[config.mk]
export PLATFORM = sky130hd
export DESIGN_NAME = systolic_gemm_loader
export DESIGN_NICKNAME = d
export VERILOG_FILES = /design/src/rtl/systolic_pkg.sv /design/src/rtl/loader_row_cnt.sv /design/src/rtl/systolic_gemm_loader.sv
export SDC_FILE = /design/constraint.sdc
export NUM_CORES = 1
export LEC_CHECK = 0
export ABC_AREA = 1
export CELL_PAD_IN_SITES_DETAIL_PLACEMENT = 0
export CELL_PAD_IN_SITES_GLOBAL_PLACEMENT = 1
export CORE_UTILIZATION = 32
export CTS_BUF_LIST = sky130_fd_sc_hd__clkbuf_8
export DETAILED_ROUTE_END_ITERATION = 10
export HOLD_SLACK_MARGIN = 0.12
export PLACE_DENSITY_LB_ADDON = 0.1
export SKIP_CTS_REPAIR_TIMING = 1
export SYNTH_ARGS = -nofsm -noshare
export SYNTH_HDL_FRONTEND = slang
export SYNTH_SLANG_ARGS = --single-unit
[constraint.sdc]
create_clock -name CLK -period 4.3 [get_ports CLK]
set_input_delay 1.075 -clock CLK [delete_from_list [all_inputs] [get_ports CLK]]
set_output_delay 1.075 -clock CLK [all_outputs]
set_load 0.02 [all_outputs]
[src/rtl/systolic_pkg.sv]
// systolic_pkg
// Shared types and default sizing for the systolic array GEMM loader.
//   loader_state_t : loader FSM states
//   ARRAY_DIM      : default rows/columns of the square array
//   DATA_W         : default element width (FP16)
//   ROW_IDX_W      : row index width for the default array size
//   CNT_W          : row counter width; one extra bit so the value ARRAY_DIM fits
package systolic_pkg;

    // A one-row array still needs a one-bit index.
    function automatic int row_idx_width(input int dim);
        return (dim > 1) ? $clog2(dim) : 1;
    endfunction

    localparam int ARRAY_DIM = 4;
    localparam int DATA_W    = 16;
    localparam int ROW_IDX_W = row_idx_width(ARRAY_DIM);
    localparam int CNT_W     = ROW_IDX_W + 1;

    typedef enum logic [2:0] {
        IDLE,
        WAIT_W,
        LOAD_W,
        WAIT_IN,
        LOAD_IN,
        DONE
    } loader_state_t;

endpackage

[src/rtl/loader_row_cnt.sv]
// loader_row_cnt
// Clearable up-counter with enable and a terminal flag raised when the count
// equals array_dim. Clear has priority over enable.
// Ports:
//   CLK   in   clock
//   nRST  in   asynchronous active-low reset
//   clr   in   synchronous clear to zero
//   en    in   increment by one
//   cnt   out  current count (cnt_w bits)
//   term  out  cnt == array_dim
module loader_row_cnt
    import systolic_pkg::*;
#(
    parameter int array_dim = ARRAY_DIM,
    parameter int cnt_w     = CNT_W
) (
    input  logic             CLK,
    input  logic             nRST,
    input  logic             clr,
    input  logic             en,
    output logic [cnt_w-1:0] cnt,
    output logic             term
);

    always_ff @(posedge CLK or negedge nRST) begin
        if (!nRST) begin
            cnt <= '0;
        end else if (clr) begin
            cnt <= '0;
        end else if (en) begin
            cnt <= cnt + cnt_w'(1);
        end
    end

    assign term = (cnt == cnt_w'(array_dim));

endmodule

[src/rtl/systolic_gemm_loader.sv]
// systolic_gemm_loader
// Upstream feeder for the systolic array. Accepts one GEMM request at a time,
// loads array_dim weight rows (once the array is drained), then array_dim input
// rows and, when the request carries them, array_dim partial-sum rows in
// parallel (once the array FIFO has space). All array strobes are registered
// one cycle after their stream handshake.
//
// Optional build macro SYSTOLIC_LOADER_PERF_EN adds the saturating
// stall_cycles and gemm_count performance counters.
//
// Ports:
//   CLK, nRST                 clock, asynchronous active-low reset
//   req_valid/req_ready       GEMM request handshake, req_has_ps sampled with it
//   row_valid/ready/data      weight or input row stream
//   ps_valid/ready/data       partial-sum row stream
//   drained, fifo_has_space   array status flags, sampled in the wait states
//   weight_en/input_en/partial_en  one-cycle array strobes
//   row_in_en, row_ps_en      row indices for the strobed rows
//   array_in, array_in_partials    registered row data, held between strobes
//   done                      one-cycle pulse when the GEMM is fully issued
//   busy                      loader not idle
//   stall_cycles, gemm_count  (SYSTOLIC_LOADER_PERF_EN only)
module systolic_gemm_loader
    import systolic_pkg::*;
#(
    parameter int array_dim = ARRAY_DIM,
    parameter int data_w    = DATA_W
) (
    input  logic                            CLK,
    input  logic                            nRST,
    input  logic                            req_valid,
    output logic                            req_ready,
    input  logic                            req_has_ps,
    input  logic                            row_valid,
    output logic                            row_ready,
    input  logic [data_w*array_dim-1:0]     row_data,
    input  logic                            ps_valid,
    output logic                            ps_ready,
    input  logic [data_w*array_dim-1:0]     ps_data,
    input  logic                            drained,
    input  logic                            fifo_has_space,
    output logic                            weight_en,
    output logic                            input_en,
    output logic                            partial_en,
    output logic [$clog2(array_dim)-1:0]    row_in_en,
    output logic [$clog2(array_dim)-1:0]    row_ps_en,
    output logic [data_w*array_dim-1:0]     array_in,
    output logic [data_w*array_dim-1:0]     array_in_partials,
    output logic                            done,
    output logic                            busy
`ifdef SYSTOLIC_LOADER_PERF_EN
    ,
    output logic [31:0]                     stall_cycles,
    output logic [15:0]                     gemm_count
`endif
);

    localparam int idx_w = $clog2(array_dim);
    localparam int cnt_w = idx_w + 1;

    loader_state_t    state;
    loader_state_t    state_next;
    logic             has_ps;
    logic             row_hs;
    logic             ps_hs;
    logic             row_clr;
    logic             ps_clr;
    logic [cnt_w-1:0] row_cnt;
    logic [cnt_w-1:0] ps_cnt;
    logic             row_term;
    logic             ps_term;
    logic             row_last;

    // One counter serves both weight and input rows: it is cleared on the
    // last weight row, so the input phase starts again from zero.
    loader_row_cnt #(
        .array_dim (array_dim),
        .cnt_w     (cnt_w)
    ) u_row_cnt (
        .CLK  (CLK),
        .nRST (nRST),
        .clr  (row_clr),
        .en   (row_hs),
        .cnt  (row_cnt),
        .term (row_term)
    );

    loader_row_cnt #(
        .array_dim (array_dim),
        .cnt_w     (cnt_w)
    ) u_ps_cnt (
        .CLK  (CLK),
        .nRST (nRST),
        .clr  (ps_clr),
        .en   (ps_hs),
        .cnt  (ps_cnt),
        .term (ps_term)
    );

    assign row_last = (row_cnt == cnt_w'(array_dim - 1));
    assign row_hs   = row_valid & row_ready;
    assign ps_hs    = ps_valid & ps_ready;
    assign row_clr  = ((state == LOAD_W) && row_hs && row_last) ||
                      (state == DONE) || (state == IDLE);
    assign ps_clr   = (state == DONE) || (state == IDLE);
    assign busy     = (state != IDLE);

    always_ff @(posedge CLK or negedge nRST) begin
        if (!nRST) begin
            state  <= IDLE;
            has_ps <= 1'b0;
        end else begin
            state <= state_next;
            if (req_valid && req_ready) begin
                has_ps <= req_has_ps;
            end
        end
    end

    // The drained/fifo_has_space flags only matter in the wait states; once
    // loading starts they are ignored. In LOAD_IN the input and partial
    // streams advance independently and the phase ends when both are complete.
    always_comb begin
        state_next = state;
        req_ready  = 1'b0;
        row_ready  = 1'b0;
        ps_ready   = 1'b0;
        done       = 1'b0;
        case (state)
            IDLE: begin
                req_ready = 1'b1;
                if (req_valid) begin
                    state_next = WAIT_W;
                end
            end
            WAIT_W: begin
                if (drained) begin
                    state_next = LOAD_W;
                end
            end
            LOAD_W: begin
                row_ready = 1'b1;
                if (row_valid && row_last) begin
                    state_next = WAIT_IN;
                end
            end
            WAIT_IN: begin
                if (fifo_has_space) begin
                    state_next = LOAD_IN;
                end
            end
            LOAD_IN: begin
                row_ready = !row_term;
                ps_ready  = has_ps && !ps_term;
                if (row_term && (!has_ps || ps_term)) begin
                    state_next = DONE;
                end
            end
            DONE: begin
                done       = 1'b1;
                state_next = IDLE;
            end
            default: begin
                state_next = IDLE;
            end
        endcase
    end

    // Strobes pulse for exactly the cycle after a handshake; indices and data
    // are captured with the handshake and held until the next one.
    always_ff @(posedge CLK or negedge nRST) begin
        if (!nRST) begin
            weight_en         <= 1'b0;
            input_en          <= 1'b0;
            partial_en        <= 1'b0;
            row_in_en         <= '0;
            row_ps_en         <= '0;
            array_in          <= '0;
            array_in_partials <= '0;
        end else begin
            weight_en  <= row_hs && (state == LOAD_W);
            input_en   <= row_hs && (state == LOAD_IN);
            partial_en <= ps_hs;
            if (row_hs) begin
                row_in_en <= row_cnt[idx_w-1:0];
                array_in  <= row_data;
            end
            if (ps_hs) begin
                row_ps_en         <= ps_cnt[idx_w-1:0];
                array_in_partials <= ps_data;
            end
        end
    end

`ifdef SYSTOLIC_LOADER_PERF_EN
    logic stall_now;

    // A stall is any wait-state cycle, or a load cycle where a stream the
    // loader still needs has nothing to offer.
    assign stall_now = (state == WAIT_W) || (state == WAIT_IN) ||
                       ((state == LOAD_W) && !row_valid) ||
                       ((state == LOAD_IN) &&
                        ((!row_term && !row_valid) ||
                         (has_ps && !ps_term && !ps_valid)));

    always_ff @(posedge CLK or negedge nRST) begin
        if (!nRST) begin
            stall_cycles <= '0;
            gemm_count   <= '0;
        end else begin
            if (stall_now && (stall_cycles != '1)) begin
                stall_cycles <= stall_cycles + 32'd1;
            end
            if (done && (gemm_count != '1)) begin
                gemm_count <= gemm_count + 16'd1;
            end
        end
    end
`endif

endmodule

==> PnR_summary.wiki <==
{| class="wikitable"
! Metric !! Value
|-
| Min-Delay Path Class || flip-flop to flip-flop
|-
| Xor/xnor cell area share of the yosys netlist || less than 1%
|-
| Distinct cell type count after synthesis || 21
|-
| Largest vdd supply drop || roughly 0.37 mV
|-
| Cell area reported after detailed placement || between 8000 and 9000 sq um
|-
| Weighted congestion at the end of routability-driven global placement || ~0.77
|-
| Vias in the first global route || slightly above 5000
|-
| Slew Limit Headroom || about a quarter
|-
| Setup repair after global routing missed its margin || no
|-
| Worst setup skew after layout || ~11 ps
|-
| Depth of the worst hold-timing path || 2
|-
| Count of buffers inserted at the top-level ports || 275
|-
| Largest family of logic cells by synthesized area || simple AND/OR/NAND/NOR gates
|-
| Arrival time worst endpoint || 2050 ps
|-
| Clock tree from TritonCTS || done
|-
| Worst hold start || array_in[61]$_DFFE_PN0P_
|-
| Worst Hold Endpoint || array_in[61]$_DFFE_PN0P_
|-
| Total Die Area || 18500 sq um
|-
| Number of diodes || 0
|-
| Net count after synthesis || between 700 and 800
|-
| Register area share after synthesis || approximately 63%
|-
| Height of the die || 136 um
|-
| # Max-Cap Violations || 0
|-
| Count of unresolved DRC violations after routing || 0
|-
| Compound-Gate Fraction of Synth Area || less than 1%
|-
| Placeable Area || approximately 17000 sq um
|-
| Number of DRC violations after detailed-routing iteration 0 || about 210
|-
| CP Data Required Time || 3220 ps
|-
| Number of iterations in the first detailed-routing pass || 7
|-
| Synthesis-to-finish area growth || 57.3%
|-
| Initial cell density of the core || 33.0%
|-
| Count of yosys warnings during synthesis || 0
|-
| Setup violations, final || 0
|-
| Clock Tree Buf Depth || 2
|-
| Antenna violations before repair || 0
|-
| Clock transition at the register clock pins on the worst setup and hold paths after CTS || 80 ps
|-
| Die W || 136 um
|-
| Antenna-violating nets left || 0
|-
| Top fanout value on the critical path || 4
|-
| H-tree level count || 4
|-
| Share of cells above drive strength 1 || about 5.2%
|-
| Reg-to-reg setup timing slack || roughly 2100 ps
|-
| CTS Root Cell || sky130_fd_sc_hd__clkbuf_8
|-
| Count of state elements after synthesis || ~150
|-
| Total area of multi-input combinational cells || ~1900 sq um
|-
| Crit start category || flip-flop
|-
| Largest net degree at the start of global routing || 98
|-
| Average size of a mapped cell || between 8 and 9 sq um
|-
| Multiplexer fraction of the synthesized cell area || 0%
|-
| Beginning of the worst register-to-register path || u_ps_cnt.cnt[0]$_DFFE_PN0P_
|-
| Final hold vios || 0
|-
| Top post-synthesis cells by area || sky130_fd_sc_hd__dfrtp_1 63%, sky130_fd_sc_hd__nand2_1 27%, sky130_fd_sc_hd__buf_6 1.4%, sky130_fd_sc_hd__nand3_1 1.1%, sky130_fd_sc_hd__ha_1 1.1%
|-
| Final worst hold slack || between 400 and 500 ps
|-
| Final critical-path share of the clock period || 72.7%
|-
| Clk_lat worst skew || approximately 430 ps
|-
| Final core utilization || around half
|-
| Time the worst path needs with I/O delays and setup || about 3100 ps
|-
| Synthesized-area fraction occupied by adder cells || about 1.1%
|-
| Number of nets in the final layout || about 1100
|-
| Simple-gate portion of the synthesized area || between 30 and 40%
|-
| FF-to-FF End || u_ps_cnt.cnt[1]$_DFFE_PN0P_
|-
| Filler instances || 1616
|-
| Overall overflow remaining after global route || 0
|-
| Overall track demand over capacity in global routing || approximately 18%
|-
| Number of clock buffers inserted by TritonCTS || 17
|-
| Post-route cell area || 9030 sq um
|-
| Routed wire length || roughly 16000 um
|-
| Num rows || between 40 and 50
|-
| Max-slew violation total from the final report || 0
|-
| Synth area leader || sky130_fd_sc_hd__dfrtp_1
|-
| Wire length of the first global-routing pass || ~26000 um
|-
| Number of sinks handled by clock tree synthesis || 145
|-
| WS Path Type || flip-flop to output pin
|-
| Detailed placer's ending HPWL || 11300 um
|-
| Detail-routed via count per cell || between 4 and 5
|-
| Static leakage || between 4 and 5 nW
|-
| Final TNS setup || 0 ps
|-
| FF/Latch Area || ~3600 sq um
|-
| Result of the run || completed
|-
| R2R depth || 9
|-
| Number of vias after detailed routing || approximately 5000
|-
| Cell area after synthesis || 5740 sq um
|-
| Count of boundary I/O pins || about 280
|-
| Worst setup EP type || output pin
|-
| Routed WL per cell || 14.1 um
|-
| Synthesized netlist cell count || approximately 660
|-
| Fraction of post-synthesis cell area in the top cell type by area || between 60% and 70%
|-
| Power per cell area || ~680 nW/um^2
|-
| Maximum clock frequency || about 320 MHz
|-
| Slew at the pin closest to its max-slew limit || ~1100 ps
|}
## flip-flops by register name, indices dropped and copies added, names as in the netlist
name               cells
array_in              64
array_in_partials     64
state                  3
u_ps_cnt.cnt           3
u_row_cnt.cnt          3
row_in_en              2
row_ps_en              2
has_ps                 1
input_en               1
partial_en             1
weight_en              1
## cells in the mapped netlist, drive strengths merged
cell type	n
a21oi	2
and2	1
buf	15
clkbuf	14
dfrtp	145
ha	5
inv	19
nand2	417
nand3	13
nand4	4
nor2	12
o21ai	8
xor2	1
## cell type report
class / instances / area share, %
inverters: 19 / 0.790
repair buffers: 280 / 30.9
well taps: 225 / 3.12
multi-input cells: 463 / 20.6
clock buffers: 19 / 2.90
flip-flops and latches: 145 / 40.2
clock inverters: 13 / 1.50
## critical path, cell delays in order (launching register included)
cell                              delay [ps]
sky130_fd_sc_hd__dfrtp_1                 410
sky130_fd_sc_hd__inv_1                    70
sky130_fd_sc_hd__ha_1                    200
sky130_fd_sc_hd__nand2_1                 100
sky130_fd_sc_hd__nand3_1                 110
sky130_fd_sc_hd__nand2_2                 120
sky130_fd_sc_hd__clkdlybuf4s50_1         630
## worst max-delay path by stage
stage                            startpoint                        to  slack (ps)  depth (start not counted)
4_1_cts        u_row_cnt.cnt[0]$_DFFE_PN0P_                 row_ready        1110                          6
3_5_place_dp                      row_valid   array_in[4]$_DFFE_PN0P_        1410                          5
2_1_floorplan          state[1]$_DFFE_PN0P_                 req_ready        2220                          3
6_report       u_row_cnt.cnt[0]$_DFFE_PN0P_                 row_ready        1170                          6
5_1_grt        u_row_cnt.cnt[0]$_DFFE_PN0P_                 row_ready        1050                          6
3_3_place_gp                      row_valid  array_in[10]$_DFFE_PN0P_        1470                          5
## metrics by stage
step	total power (W)	instances	worst slack [ps]
after floorplan	0.00366	656	2220
after global placement	0.00510	1132	1470
after detailed placement	0.00514	1132	1410
after CTS	0.00625	1164	1110
after global routing	0.00659	1164	1050
final	0.00616	1164	1170
## cells in the final DEF (no fill, tap or decap)
cell and count:
sky130_fd_sc_hd__clkinvlp_4 2, sky130_fd_sc_hd__clkdlybuf4s50_1 274, sky130_fd_sc_hd__nand2_1 413, sky130_fd_sc_hd__nor2_2 3, sky130_fd_sc_hd__nor2_4 1, sky130_fd_sc_hd__clkbuf_8 19, sky130_fd_sc_hd__inv_6 2, sky130_fd_sc_hd__inv_1 16
sky130_fd_sc_hd__dfrtp_1 145, sky130_fd_sc_hd__nor2_1 8, sky130_fd_sc_hd__buf_4 5, sky130_fd_sc_hd__buf_6 1, sky130_fd_sc_hd__and2_1 1, sky130_fd_sc_hd__clkinv_4 2, sky130_fd_sc_hd__nand2_4 2, sky130_fd_sc_hd__nand4_1 4
sky130_fd_sc_hd__bufinv_16 2, sky130_fd_sc_hd__nand3_1 13, sky130_fd_sc_hd__nand2_2 2, sky130_fd_sc_hd__a21oi_1 2, sky130_fd_sc_hd__clkinv_2 5, sky130_fd_sc_hd__xor2_1 1, sky130_fd_sc_hd__inv_2 3, sky130_fd_sc_hd__ha_1 5
sky130_fd_sc_hd__o21ai_0 8
## kinds of logic (layout without fill, tap and decap cells)
family                     count (synthesis)  count (layout)
AOI/OAI and AO/OA                         10              10
xor gates and xnor gates                   1               1
adders and majority gates                  5               5
buffers and inverters                     48             331
DFF                                      145             145
and+or+nand+nor                          447             447
## per-layer routing
| layer | vias to the layer above | wire, um | global-route usage [%] |
|---|---|---|---|
| li1 | 2517 | - | - |
| met1 | 2354 | 7060 | 22.1 |
| met2 | 191 | 7470 | 28.3 |
| met3 | 26 | 1540 | 7.16 |
| met4 | 0 | 368 | 7.72 |
| met5 | - | 0 | 0 |
## power breakdown
part | switching, W | internal [W] | leakage, nW | total [W]
clock network | 0.000523 | 0.000546 | 0.202 | 0.00107
registers | 0.000315 | 0.00191 | 1.87 | 0.00223
logic | 0.00154 | 0.00132 | 2.45 | 0.00286
No activity file was read; power rests on OpenSTA's default activity.
